### config.mk
export PLATFORM = sky130hd
export DESIGN_NAME = alu_serial_ctrl
export DESIGN_NICKNAME = d
export VERILOG_FILES = /design/src/rtl/alu_pkg.sv /design/src/rtl/alu_frame_rx.sv /design/src/rtl/alu_serial_ctrl.sv
export SDC_FILE = /design/constraint.sdc
export NUM_CORES = 1
export LEC_CHECK = 0
export BUFFER_PORTS_ARGS = -buffer_cell sky130_fd_sc_hd__buf_2
export CAP_MARGIN = 20
export CORE_UTILIZATION = 35
export CTS_BUF_LIST = sky130_fd_sc_hd__clkbuf_8
export CTS_CLUSTER_DIAMETER = 100
export DETAILED_ROUTE_END_ITERATION = 8
export GPL_TIMING_DRIVEN = 0
export PLACE_DENSITY = 0.52
export SETUP_SLACK_MARGIN = 0.02
export SYNTH_ARGS = -nofsm -noshare
export SYNTH_HDL_FRONTEND = slang
export SYNTH_HIERARCHICAL = 1
export SYNTH_SLANG_ARGS = --single-unit
### constraint.sdc
create_clock -name clk -period 2.5 [get_ports clk]
set_input_delay 0.25 -clock clk [delete_from_list [all_inputs] [get_ports clk]]
set_output_delay 0.25 -clock clk [all_outputs]
set_load 0.02 [all_outputs]
### src/rtl/alu_pkg.sv
// Shared definitions for the serial ALU controller: opcodes, frame layout,
// controller states and the two CRC helpers used on the serial links.
package alu_pkg;

  typedef enum logic [2:0] {
    AND_OP = 3'b000,
    OR_OP  = 3'b001,
    ADD_OP = 3'b100,
    SUB_OP = 3'b101
  } operation_t;

  localparam int unsigned FRAME_LEN   = 11;
  localparam int unsigned DATA_FRAMES = 4;
  // 4 B frames, 4 A frames and one ctl frame
  localparam int unsigned TX_BITS     = FRAME_LEN * (2 * DATA_FRAMES + 1);
  localparam logic        TYPE_DATA   = 1'b0;
  localparam logic        TYPE_CTL    = 1'b1;

  typedef enum logic [2:0] {IDLE, SEND, WAIT, RECV, DONE} ctrl_state_t;

  // CRC4, poly x^4+x+1, init 0, MSB first
  function automatic logic [3:0] crc4_calc(input logic [67:0] d);
    logic [3:0] c;
    logic       fb;
    c = '0;
    for (int i = 67; i >= 0; i--) begin
      fb = c[3] ^ d[i];
      c  = {c[2:0], 1'b0} ^ {2'b00, fb, fb};
    end
    return c;
  endfunction

  // CRC3, poly x^3+x+1, init 0, MSB first
  function automatic logic [2:0] crc3_calc(input logic [36:0] d);
    logic [2:0] c;
    logic       fb;
    c = '0;
    for (int i = 36; i >= 0; i--) begin
      fb = c[2] ^ d[i];
      c  = {c[1:0], 1'b0} ^ {1'b0, fb, fb};
    end
    return c;
  endfunction

  // Start bit, type, payload MSB first, stop bit
  function automatic logic [FRAME_LEN-1:0] mk_frame(input logic t, input logic [7:0] p);
    return {1'b0, t, p, 1'b1};
  endfunction

endpackage

### src/rtl/alu_frame_rx.sv
// Deserializes the ten bits following an already-consumed start bit.
module alu_frame_rx
  import alu_pkg::*;
(
  input  logic       clk,
  input  logic       rst_n,
  input  logic       start,
  input  logic       din,
  output logic       busy,
  output logic       frame_done,
  output logic       ftype,
  output logic [7:0] payload,
  output logic       stop_ok
);

  logic [3:0]           cnt;
  logic [FRAME_LEN-2:0] sh;

  // Shift in type, payload and stop; pulse frame_done after the stop bit
  always_ff @(posedge clk or negedge rst_n) begin
    if (!rst_n) begin
      busy       <= 1'b0;
      cnt        <= '0;
      sh         <= '0;
      frame_done <= 1'b0;
    end else begin
      frame_done <= 1'b0;
      if (start) begin
        busy <= 1'b1;
        cnt  <= '0;
      end else if (busy) begin
        sh <= {sh[FRAME_LEN-3:0], din};
        if (cnt == 4'(FRAME_LEN - 2)) begin
          busy       <= 1'b0;
          frame_done <= 1'b1;
        end else begin
          cnt <= cnt + 4'd1;
        end
      end
    end
  end

  assign ftype   = sh[FRAME_LEN-2];
  assign payload = sh[FRAME_LEN-3:1];
  assign stop_ok = sh[0];

endmodule

### src/rtl/alu_serial_ctrl.sv
// Sequencer: serializes one {A, B, op} request to the ALU, collects and
// checks the serial response and presents it on a valid/ready port.
module alu_serial_ctrl
  import alu_pkg::*;
#(
  parameter int unsigned TIMEOUT_CYCLES = 200,
  parameter int unsigned CNT_W          = 8
) (
  input  logic        clk,
  input  logic        rst_n,
  input  logic        req_valid,
  output logic        req_ready,
  input  logic [31:0] req_a,
  input  logic [31:0] req_b,
  input  logic [2:0]  req_op,
  output logic        sin,
  input  logic        sout,
  output logic        rsp_valid,
  input  logic        rsp_ready,
  output logic [31:0] rsp_c,
  output logic [3:0]  rsp_flags,
  output logic        rsp_err,
  output logic [5:0]  rsp_err_flags,
  output logic        rsp_chk_fail,
  output logic        rsp_timeout
);

  ctrl_state_t        state;
  logic [TX_BITS-2:0] tx_sh;
  logic [6:0]         bit_cnt;
  logic [CNT_W-1:0]   timer;
  logic [2:0]         frm;

  logic [TX_BITS-1:0] tx_stream;
  logic [3:0]         tx_crc;
  logic               rx_busy, rx_done, rx_type, rx_stop_ok;
  logic [7:0]         rx_payload;
  logic               rx_end, listen, rx_start;

  // Whole outgoing bit stream, built from the live request inputs
  always_comb begin
    tx_crc    = crc4_calc({req_b, req_a, 1'b1, req_op});
    tx_stream = {mk_frame(TYPE_DATA, req_b[31:24]), mk_frame(TYPE_DATA, req_b[23:16]),
                 mk_frame(TYPE_DATA, req_b[15:8]),  mk_frame(TYPE_DATA, req_b[7:0]),
                 mk_frame(TYPE_DATA, req_a[31:24]), mk_frame(TYPE_DATA, req_a[23:16]),
                 mk_frame(TYPE_DATA, req_a[15:8]),  mk_frame(TYPE_DATA, req_a[7:0]),
                 mk_frame(TYPE_CTL, {1'b0, req_op, tx_crc})};
  end

  // Frame-level receive decisions: last frame seen, and when to hunt for a start bit
  always_comb begin
    rx_end   = rx_done && ((frm == 3'd0 && rx_type == TYPE_CTL) || frm == 3'(DATA_FRAMES));
    listen   = (state == WAIT) || (state == RECV && !rx_busy && !rx_end);
    rx_start = listen && !sout;
  end

  alu_frame_rx u_rx (
    .clk        (clk),
    .rst_n      (rst_n),
    .start      (rx_start),
    .din        (sout),
    .busy       (rx_busy),
    .frame_done (rx_done),
    .ftype      (rx_type),
    .payload    (rx_payload),
    .stop_ok    (rx_stop_ok)
  );

  // Controller FSM with registered handshake, serial and response outputs
  always_ff @(posedge clk or negedge rst_n) begin
    if (!rst_n) begin
      state         <= IDLE;
      sin           <= 1'b1;
      req_ready     <= 1'b1;
      rsp_valid     <= 1'b0;
      rsp_c         <= '0;
      rsp_flags     <= '0;
      rsp_err       <= 1'b0;
      rsp_err_flags <= '0;
      rsp_chk_fail  <= 1'b0;
      rsp_timeout   <= 1'b0;
      tx_sh         <= '0;
      bit_cnt       <= '0;
      timer         <= '0;
      frm           <= '0;
    end else begin
      unique case (state)
        IDLE: begin
          if (req_valid) begin
            sin           <= tx_stream[TX_BITS-1];
            tx_sh         <= tx_stream[TX_BITS-2:0];
            bit_cnt       <= 7'(TX_BITS - 1);
            req_ready     <= 1'b0;
            rsp_c         <= '0;
            rsp_flags     <= '0;
            rsp_err       <= 1'b0;
            rsp_err_flags <= '0;
            rsp_chk_fail  <= 1'b0;
            rsp_timeout   <= 1'b0;
            timer         <= '0;
            frm           <= '0;
            state         <= SEND;
          end
        end
        SEND: begin
          if (bit_cnt == 7'd0) begin
            sin   <= 1'b1;
            timer <= '0;
            state <= WAIT;
          end else begin
            sin     <= tx_sh[TX_BITS-2];
            tx_sh   <= {tx_sh[TX_BITS-3:0], 1'b0};
            bit_cnt <= bit_cnt - 7'd1;
          end
        end
        WAIT, RECV: begin
          if (rx_done) begin
            if (frm == 3'd0 && rx_type == TYPE_CTL) begin
              rsp_err       <= 1'b1;
              rsp_err_flags <= rx_payload[6:1];
              rsp_chk_fail  <= (^rx_payload[7:1] != rx_payload[0]) || !rx_stop_ok;
            end else if (frm == 3'(DATA_FRAMES)) begin
              rsp_flags    <= rx_payload[6:3];
              rsp_chk_fail <= rsp_chk_fail || rx_type == TYPE_DATA || !rx_stop_ok ||
                              crc3_calc({rsp_c, 1'b0, rx_payload[6:3]}) != rx_payload[2:0];
            end else begin
              rsp_c <= {rsp_c[23:0], rx_payload};
              frm   <= frm + 3'd1;
              if (!rx_stop_ok) rsp_chk_fail <= 1'b1;
            end
          end
          if (rx_end) begin
            rsp_valid <= 1'b1;
            state     <= DONE;
          end else if (rx_start) begin
            timer <= '0;
            state <= RECV;
          end else if (listen) begin
            // timer holds the idle cycles already seen; this one is the next
            if (timer == CNT_W'(TIMEOUT_CYCLES - 1)) begin
              rsp_timeout <= 1'b1;
              rsp_valid   <= 1'b1;
              state       <= DONE;
            end else begin
              timer <= timer + CNT_W'(1);
            end
          end
        end
        DONE: begin
          if (rsp_ready) begin
            rsp_valid <= 1'b0;
            req_ready <= 1'b1;
            state     <= IDLE;
          end
        end
        default: state <= IDLE;
      endcase
    end
  end

endmodule

Word-level counts from Yosys, hierarchy flattened
Index checks and enable logic that the tools add are counted.
- logic and storage cells: 367
- flip-flop bits (word level): 183
- bitwise logic cells: 205
- add/sub/neg operators: 4
- equal/unequal tests: 31
- mux-type cells: 70
- reductions and logical operators: 39
- operators by type and width (kind ; number):
    4-bit by 2-bit bitwise XOR with 4-bit output ; 66
    98-bit two-way mux ; 2
    98-bit one-hot mux with 2 select lines ; 1
    32-bit two-way mux ; 4
    3-bit by 2-bit bitwise XOR with 3-bit output ; 37
    1-bit bitwise XOR ; 98
    32-bit one-hot mux with 2 select lines ; 1
    8-bit two-way mux ; 6
    3-bit two-way mux ; 11
    4-bit two-way mux ; 7
    2-bit != test (second input constant) ; 13
    8-bit one-hot mux with 3 select lines ; 1
    1-bit two-way mux ; 21
    5-bit AND reduction ; 4
    6-bit two-way mux ; 3
    3-bit != test (second input constant) ; 5
    7-bit two-way mux ; 2
    7-bit one-hot mux with 2 select lines ; 1
    4-bit != test (second input constant) ; 3
    1-bit one-hot mux with 2 select lines ; 6
    3-bit one-hot mux with 4 select lines ; 1
    6-bit one-hot mux with 2 select lines ; 1
    6-bit AND reduction ; 2
    2-bit nonzero test ; 5
    27 further kinds ; 48

Depth between registers and ports, before layout
Gate-level depths: netlist of run 1.
- word-level depth: 134
- depth in mapped cells: 12
- gate-level depth less buffers: 11

By module
Netlist of run 1, hierarchy kept.
- by module, submodules not included (module ; area an instance (um^2) ; cells an instance ; instances):
    alu_serial_ctrl ; 8906.0 ; 862 ; 1
    alu_frame_rx ; 704.4 ; 48 ; 1

Least setup slack after synthesis of run 1
No wires, ideal clock.
- kind: input to register
- from: input port req_b[20]
- to: register tx_sh[2]
- data required time: 2.355 ns
- stages on the path: 9
- arrival time: 2.431 ns
- slack: -0.076 ns
- path buffers: 0
- path through: xnor3_1 > xnor3_2 > xnor3_2 > xnor2_2 > xnor2_2 > xnor3_2 > xnor2_1 > xor2_1 > a32oi_1
- longest elaborated chain between the ends: 78
- ends and longest elaborated chain (element ; line ; source):
    start: declaration ; alu_serial_ctrl.sv:14 ; input logic [31:0] req_b,
    1-bit bitwise XOR * ; alu_pkg.sv:27 ; fb = c[3] ^ d[i];
    4-bit by 2-bit bitwise XOR with 4-bit output * (3 in series) ; alu_pkg.sv:28 ; c = {c[2:0], 1'b0} ^ {2'b00, fb, fb};
    1-bit bitwise XOR / 4-bit by 2-bit bitwise XOR with 4-bit output (equally long branches) ; alu_pkg.sv:27, alu_pkg.sv:28 ;
    4-bit by 2-bit bitwise XOR with 4-bit output * (3 in series) ; alu_pkg.sv:28 ;
    1-bit bitwise XOR / 4-bit by 2-bit bitwise XOR with 4-bit output (equally long branches) ; alu_pkg.sv:27, alu_pkg.sv:28 ;
    4-bit by 2-bit bitwise XOR with 4-bit output * (3 in series) ; alu_pkg.sv:28 ;
    1-bit bitwise XOR / 4-bit by 2-bit bitwise XOR with 4-bit output (equally long branches) ; alu_pkg.sv:27, alu_pkg.sv:28 ;
    4-bit by 2-bit bitwise XOR with 4-bit output * (3 in series) ; alu_pkg.sv:28 ;
    [48 not listed] ; -- ;
    1-bit bitwise XOR / 4-bit by 2-bit bitwise XOR with 4-bit output (equally long branches) ; alu_pkg.sv:27, alu_pkg.sv:28 ;
    4-bit by 2-bit bitwise XOR with 4-bit output * (3 in series) ; alu_pkg.sv:28 ;
    1-bit bitwise XOR / 4-bit by 2-bit bitwise XOR with 4-bit output (equally long branches) ; alu_pkg.sv:27, alu_pkg.sv:28 ;
    4-bit by 2-bit bitwise XOR with 4-bit output * (4 in series) ; alu_pkg.sv:28 ;
    1-bit bitwise XOR / 4-bit by 2-bit bitwise XOR with 4-bit output (equally long branches) ; alu_pkg.sv:27, alu_pkg.sv:28 ;
    4-bit by 2-bit bitwise XOR with 4-bit output * (2 in series) ; alu_pkg.sv:28 ;
    98-bit two-way mux * ; alu_serial_ctrl.sv:89 ; if (req_valid) begin
    98-bit one-hot mux with 2 select lines * ; alu_serial_ctrl.sv:87 ; unique case (state)
    end signal: assignment ; alu_serial_ctrl.sv:91 ; tx_sh <= tx_stream[TX_BITS-2:0];
    end signal: assignment ; alu_serial_ctrl.sv:112 ; tx_sh <= {tx_sh[TX_BITS-3:0], 1'b0};
    end: declaration ; alu_serial_ctrl.sv:29 ; logic [TX_BITS-2:0] tx_sh;
Every way passes the cells marked *; elsewhere a longest branch is shown, timed or not. The select of a mux whose other input is x is not followed.
A chain may end at the register's enable or synchronous reset.

Worst setup path in the final report of run 1
- from: input port req_b[27]
- to: register tx_sh[2]
- longest elaborated chain between the ends: 88
- ends and longest elaborated chain (element ; line):
    1-bit bitwise XOR * ; alu_pkg.sv:27
    4-bit by 2-bit bitwise XOR with 4-bit output * (3 in series) ; alu_pkg.sv:28
    1-bit bitwise XOR ; alu_pkg.sv:27
    4-bit by 2-bit bitwise XOR with 4-bit output * (3 in series) ; alu_pkg.sv:28
    1-bit bitwise XOR ; alu_pkg.sv:27
    4-bit by 2-bit bitwise XOR with 4-bit output * (3 in series) ; alu_pkg.sv:28
    1-bit bitwise XOR ; alu_pkg.sv:27
    4-bit by 2-bit bitwise XOR with 4-bit output * (3 in series) ; alu_pkg.sv:28
    [60 not listed] ; --
    1-bit bitwise XOR ; alu_pkg.sv:27
    4-bit by 2-bit bitwise XOR with 4-bit output * (3 in series) ; alu_pkg.sv:28
    1-bit NOT (no line) ; --
    4-bit by 2-bit bitwise XOR with 4-bit output * (3 in series) ; alu_pkg.sv:28
    1-bit bitwise XOR ; alu_pkg.sv:27
    4-bit by 2-bit bitwise XOR with 4-bit output * ; alu_pkg.sv:28
    98-bit two-way mux * ; alu_serial_ctrl.sv:89
    98-bit one-hot mux with 2 select lines * ; alu_serial_ctrl.sv:87
Marked as above.

==> impl_results.md, run 1 <==
* Run status: completed
* Slew @ Worst Pin at 0.7640 ns
* Arr. time, crit path at 2.71 ns
* Clock power frac at 0.141
* Uppermost layer routed: met4
* DRT Pass-1 Iters at 4
* Worst skew pair latency at 0.50 ns
* Sequential share of power at 0.330
* Max incr delay on CP at 0.51 ns
* Num rows at 60
* Crit path buffers/inverters at 1
* Final Critical Period at 2.366 ns
* Met2 Wirelength at 11110 µm
* Clk slew on worst S/H paths at 0.11 ns
* CP Capture Type: flop
* Die area at 28130 µm²
* Core outline area at 26950 µm²
* Max Root-Sink Buffers at 2
* Worst path slowest cell: xnor3_2
* RSZ-0062 raised after global routing: true
* Setup crit start kind: primary input
* Worst hold margin at 0.05597 ns
* Most used cell, CP: xnor2_2
* Mean Syn Cell Area at 10.56 µm²
* Initial Util at 0.3566
* Leakage at 5.321 nW
* Syn Inst Count at 910
* DRC at 0
* Power Density at 1292 nW/µm²
* Max-cap violation count at 0
* Met3 wire len at 711 µm
* Most used DFF post-synth: dfrtp_1
* R2r setup slk at 0.18 ns
* Post-Syn Area at 9610 µm²
* Initial antenna violation count at 0
* Sw Share at 0.4179
* Hold Fails Final Rpt at 0
* Synth-to-Final Area Change at 17.90%
* Netlist cell types at 52
* DP HPWL at 16790 µm
* Final Setup Violations at 0
* Die Wd at 167.7 µm
* Vias per inst at 4.960
* Port Buffers at 119
* Post-Layout Cell Count at 1411
* Crit path kind: primary input to flop
* Slew HR at 0.4907
* Grt total ovfl at 0
* Via count at 6998
* CP cell instances: buf_2, xor2_1, xnor3_2, xnor2_2, xnor2_1, xnor2_2, xnor3_1, xnor2_2, xor2_1, a32oi_1
* All-Layer GR Usage at 0.1738
* N_diodes at 0
* Final period util at 0.9463
* Largest net degree at the start of global routing at 97
* CTS Buf Count at 17
* Die Ht at 167.7 µm
* CP max FO at 3
* FFs w/ async S/R, synth at 1.000
* Crit path max-delay family: XOR/XNOR gates
* Yosys reg bits at 183
* WL per Instance at 16.70 µm
* Initial DRC count at 315
* IO Count at 120
* Met1 wire length at 11510 µm
* Max Freq at 422.7 MHz
* Global-route wire length before repair at 38080 µm
* Post-synth EDFFs at 0
* Vias in the first global route at 6930
* Hold crit path type: primary input to flop
* Cell internal pwr at 0.008523 W
* TritonCTS clock tree: done
* Logic pwr share at 0.529
* Clock H-tree levels at 4
* CTS root buf: clkbuf_8
* Worst IR Drop VDD at 0.6135 mV
* Worst endpoint required time at 2.84 ns
* Total number of yosys warnings at 6
* Psw at 0.006119 W
* Share of layout cells above drive strength 1 at 0.2131
* Final GP Congestion at 0.7582
* Drt total wl at 23560 µm
* Mapped Nets at 989
* Final setup skew at 0.02552 ns
* Post-route ant nets at 0
* Nets at 1136
* Inst Count DP at 1371
* CTS sink count at 183
* Post-synthesis sequential area ratio at 0.4768
* Final Max Slew Viols at 0
logic make-up (layout without fill, tap and decap cells):
kind of cell	after synthesis	count (layout)	share of synthesized area
AOI/OAI and AO/OA	172	172	0.1104
and+or+nand+nor	252	252	0.1109
buffers and inverters	57	217	0.02304
xor gates and xnor gates	154	154	0.1761
adders and majority gates	7	7	0.009113
DFF	183	183	0.4768
muxes	85	85	0.09361
routing by layer:
| metal | up-vias | track usage |
|---|---|---|
| met5 | - | 0 |
| met4 | 0 | 0.04946 |
| met3 | 16 | 0.02647 |
| met2 | 130 | 0.2833 |
| met1 | 3449 | 0.2392 |
| li1 | 3403 | - |
final cells by class:
class                      instances  area [µm²]
buffer                            46       207.7
clock buffer                      17       234.0
clock inverter                    15       178.9
fill                            2632       15620
inverter                          10       37.54
multi-input combinational        670        4936
sequential                       183        4584
tap                              341       426.7
timing repair buffer             129       725.7
cell usage in the layout (no fill, tap or decap), types with 3 or more instances in the layout:
cell type and instances:
xnor3_1 14, xnor2_2 14, mux2_4 9, nand3_1 25, buf_2 120, a22o_1 37
xnor3_2 5, buf_4 7, o211ai_1 3, mux2_2 3, mux2i_1 73, nand2b_1 7
xor2_1 20, inv_8 3, ha_1 7, o21ai_0 101, a21oi_1 11, clkbuf_4 3
inv_6 3, buf_1 4, inv_1 10, nand2_1 168, dfrtp_1 179, nor2_1 24
clkbuf_1 29, nor3_1 4, clkbuf_8 17, clkinv_8 5, o31ai_1 4, and3_1 3
xnor2_1 98, clkbuf_2 6
Yosys cell counts, drive strengths merged (3+ instances only):
master,count,area [µm²]
nand2,170,638.1
a22o,37,324.1
nor3,5,25.02
mux2i,73,730.7
nor2,27,101.4
and3,3,18.77
o211ai,3,22.52
inv,10,37.54
ha,7,87.58
mux2,12,168.9
nand2b,7,43.79
nand3,25,125.1
o31ai,4,30.03
a21oi,13,65.06
and2,3,21.27
xor2,21,183.9
dfrtp,181,4529
buf,5,26.27
xnor3,20,458.0
o21ai,101,505.5
clkbuf,42,157.7
xnor2,112,1026
registers in the layout (all words and copies together), names as in the netlist:
signal and count:
tx_sh 98, rsp_c 32, u_rx/sh 10, timer 8, bit_cnt 7, rsp_err_flags 6
rsp_flags 4, u_rx/cnt 4, frm 3, state 3, req_ready 1, rsp_chk_fail 1
rsp_err 1, rsp_timeout 1, rsp_valid 1, sin 1, u_rx/busy 1, u_rx/frame_done 1
path summary, 6_finish.rpt:
kind                              to       from  cells after the start
max reg2reg                 timer[4]     frm[0]                     11
min reg2reg                tx_sh[21]  tx_sh[20]                      2
max                         tx_sh[2]  req_b[27]                     10
max in group asynchronous  tx_sh[24]      rst_n                      3
min                        req_ready  rsp_ready                      3
min in group asynchronous  rsp_c[26]      rst_n                      2
power groups by stage:
stage                     clock (W)  combinational (W)  sequential [W]
final                       0.00207            0.00774         0.00483
after global routing        0.00224            0.00855         0.00497
after CTS                   0.00214            0.00760         0.00483
after detailed placement          0            0.00748         0.00488
after global placement            0            0.00741         0.00487
after floorplan                   0            0.00583         0.00469
through the flow:
stage | total power (W) | TNS (ns) | setup WS [ns] | instance area (µm²) | util
finish | 0.01464 | 0 | 0.1342 | 11330 | 0.4204
global route | 0.01576 | -0.03699 | -0.03699 | 11330 | 0.4204
CTS | 0.01457 | 0 | 0.01323 | 11160 | 0.4143
detailed placement | 0.01236 | -49.97 | -0.8746 | 10680 | 0.3962
global placement | 0.01228 | -426.26 | -2.087 | 10640 | 0.3948
floorplan | 0.01052 | -0.03272 | -0.03272 | 9618 | -
what timing repair did:
action                     in CTS  in global routing
hold buffers                    1                  0
cloned                          0                  1
setup endpoints to repair     156                114
setup buffers                   1                  6
gates resized for setup        20                 33
hold endpoints to repair       87                  0
pin swaps                       0                  4
worst min-delay path, delay by kind of cell:
| kind | cells | cell delay [ns] |
|---|---|---|
| AO/OA/AOI/OAI | 1 | 0.12 |
| buffers and inverters | 1 | 0.12 |
| AND/OR/NAND/NOR | 1 | 0.06 |
No activity file was read; power rests on OpenSTA's default activity.
==> inputs of run 2 (changes only) <==
--- a/config.mk
+++ b/config.mk
@@ -7,11 +7,13 @@
 export LEC_CHECK = 0
 export BUFFER_PORTS_ARGS = -buffer_cell sky130_fd_sc_hd__buf_2
 export CAP_MARGIN = 20
+export CORE_ASPECT_RATIO = 1.25
 export CORE_UTILIZATION = 35
 export CTS_BUF_LIST = sky130_fd_sc_hd__clkbuf_8
 export CTS_CLUSTER_DIAMETER = 100
 export DETAILED_ROUTE_END_ITERATION = 8
 export GPL_TIMING_DRIVEN = 0
+export HOLD_SLACK_MARGIN = 0.05
 export PLACE_DENSITY = 0.52
 export SETUP_SLACK_MARGIN = 0.02
 export SYNTH_ARGS = -nofsm -noshare
==> impl_results.md, run 2 (synthesis gave the netlist of run 1 again) <==
* Run status: completed
* Logic pwr share at 0.512 (-0.017)
* Worst IR Drop VDD at 0.8451 mV (+38%)
* Biggest registers after layout: tx_sh: 98 flops, rsp_c: 32 flops, u_rx/sh: 10 flops
* Global-route wire length before repair at 38540 µm (+1.2%)
* Clock H-tree levels at 4 (unchanged)
* Num rows at 67 (+12%)
* Met3 usage at 0.03463 (+0.008163)
* Drt total wl at 23340 µm (-0.93%)
* Final Max Slew Viols at 0 (unchanged)
* Worst skew pair latency at 0.49 ns (about the same)
* Most used cell, CP: xnor3_1
* Sequential share of power at 0.327 (-0.003)
* Post-route ant nets at 0 (unchanged)
* DRC at 0 (unchanged)
* DRT Pass-1 Iters at 4 (unchanged)
* Clock power frac at 0.160 (+0.019)
* Max Freq at 427.0 MHz (+1.0%)
* CTS sink count at 183 (unchanged)
* CP Capture Type: flop
* CP Launch Point: req_b[21]
* Power Density at 1293 nW/µm² (about the same)
* CTS root buf: clkbuf_8
* Initial Util at 0.3571 (+0.0005472)
* Arr. time, crit path at 2.67 ns (-0.04 ns)
* RSZ-0062 raised after global routing: true
* Worst endpoint required time at 2.83 ns (about the same)
* Share of layout cells above drive strength 1 at 0.2107 (-0.002410)
* Most common cell after layout, fill and taps aside: dfrtp_1
* Min-delay src: req_b[7]
* CP max FO at 2 (-1)
* GR peak layer: met2
* CP cell instances: buf_2, xnor3_2, xnor3_4, xnor2_1, xor3_2, xnor2_4, xnor3_1, xnor3_1, xor2_1, a32oi_1
* N_diodes at 0 (unchanged)
* Largest Register: tx_sh
* Crit path kind: primary input to flop
* Die area at 28130 µm² (about the same)
* DP HPWL at 17100 µm (+1.9%)
* All-Layer GR Usage at 0.1768 (+0.002986)
* Via count at 6846 (-2.2%)
* Sw Share at 0.4011 (-0.01674)
* Max incr delay on CP at 0.45 ns (-0.06 ns)
* Power, Total at 0.01474 W (+0.64%)
* Final Critical Period at 2.342 ns (-0.02398 ns)
* Vias per inst at 4.845 (-2.3%)
* Max Root-Sink Buffers at 2 (unchanged)
* IO Count at 120 (unchanged)
* Die Wd at 150.2 µm (-10%)
* Grt met2 use at 0.3129 (+0.02952)
* Worst path slowest cell: xnor3_2
* Largest net degree at the start of global routing at 99 (+2.1%)
* TritonCTS clock tree: done
* Met1 Usage GRT at 0.2144 (-0.02481)
* Psw at 0.005911 W (-3.4%)
* Max FFs per register at 98 (unchanged)
* Vias in the first global route at 7144 (+3.1%)
* Final Setup Violations at 0 (unchanged)
* Leakage at 5.339 nW (+0.34%)
* WL per Instance at 16.52 µm (-1.1%)
* Core outline area at 26910 µm² (-0.15%)
* Setup crit start kind: primary input
* Reg2reg start: frm[0]
* Fin Setup TNS at 0 ns (unchanged)
* Nets at 1134 (-0.18%)
* Slew @ Worst Pin at 0.7652 ns (+0.001171 ns)
* Final setup skew at 0.02274 ns (-0.002779 ns)
* Clk slew on worst S/H paths at 0.11 ns (about the same)
* Die Ht at 187.3 µm (+12%)
* Most frequent cells in the layout: dfrtp_1, nand2_1, buf_2, xnor2_1, o21ai_0
* Hold crit path type: primary input to flop
* Cell internal pwr at 0.008824 W (+3.5%)
* Initial DRC count at 249 (-21%)
* Initial antenna violation count at 0 (unchanged)
* Final period util at 0.9367 (-0.009592)
* CTS Buf Count at 17 (unchanged)
* Max-cap violation count at 0 (unchanged)
* Hold Fails Final Rpt at 0 (unchanged)
* Grt total ovfl at 0 (unchanged)
* Port Buffers at 119 (unchanged)
* Slew HR at 0.4899 (-0.0007810)
* Final GP Congestion at 0.7906 (+4.3%)
* Synth-to-Final Area Change at 18.62%
[run 2: what timing repair did]
item,4_1_cts,5_1_grt
hold buffers,5,0
buffers inserted,0,2
gates resized for setup,21,47
pin swaps,1,4
setup endpoints to repair,130,111
endpoints found under the hold margin,101,0
[run 2: path summary, 6_finish.rpt]
kind | end | slack (ns) | cells past startpoint
min reg2reg | tx_sh[43] | 0.47 | 2
max in group asynchronous | sin | 1.23 | 3
min | tx_sh[63] | 0.08 | 3
min in group asynchronous | rsp_c[26] | 0.37 | 2
max | tx_sh[2] | 0.16 | 10
max reg2reg | timer[6] | 0.21 | 11
[run 2: metal layers]
| metal | wire length [µm] | up-vias | part of all wire |
|---|---|---|---|
| met5 | 0 | - | 0 |
| li1 | - | 3391 | - |
| met3 | 789 | 24 | 0.034 |
| met1 | 10030 | 3322 | 0.43 |
| met2 | 12210 | 109 | 0.52 |
| met4 | 315 | 0 | 0.013 |
[run 2: through the flow]
step | util | setup slack [ns] | std cells | hold slack, ns | area, µm²
after floorplan | - | -0.03272 | 910 | -0.04559 | 9618
after global placement | 0.3956 | -2.060 | 1374 | 0.4468 | 10650
after detailed placement | 0.3970 | -0.9443 | 1375 | 0.3491 | 10680
after CTS | 0.4178 | 0.03734 | 1411 | 0.05336 | 11240
after global routing | 0.4236 | -0.0006579 | 1413 | 0.07226 | 11400
final | 0.4236 | 0.1582 | 1413 | 0.08251 | 11400
[run 2: worst max-delay path, delay by kind of cell]
| family | cells | cell delay, ns |
|---|---|---|
| buffers and inverters | 1 | 0.09 |
| AO/OA/AOI/OAI | 1 | 0.07 |
| XOR/XNOR | 8 | 2.26 |
[run 2: cell type report]
class / instances / area, µm²
Multi-Input combinational cell: 670 / 4964
Tap cell: 345 / 431.7
Buffer: 46 / 221.5
Sequential cell: 183 / 4582
Fill cell: 2631 / 15510
Inverter: 10 / 37.54
Clock buffer: 17 / 234.0
Clock inverter: 15 / 231.5
Timing Repair Buffer: 127 / 698.2
[run 2: power groups by stage]
stage | Sequential, W | Clock [W] | Combinational (W)
2_1_floorplan | 0.00469 | 0 | 0.00583
3_3_place_gp | 0.00483 | 0 | 0.00732
3_5_place_dp | 0.00486 | 0 | 0.00741
4_1_cts | 0.00481 | 0.00244 | 0.00751
5_1_grt | 0.00495 | 0.00254 | 0.00850
6_report | 0.00482 | 0.00236 | 0.00755
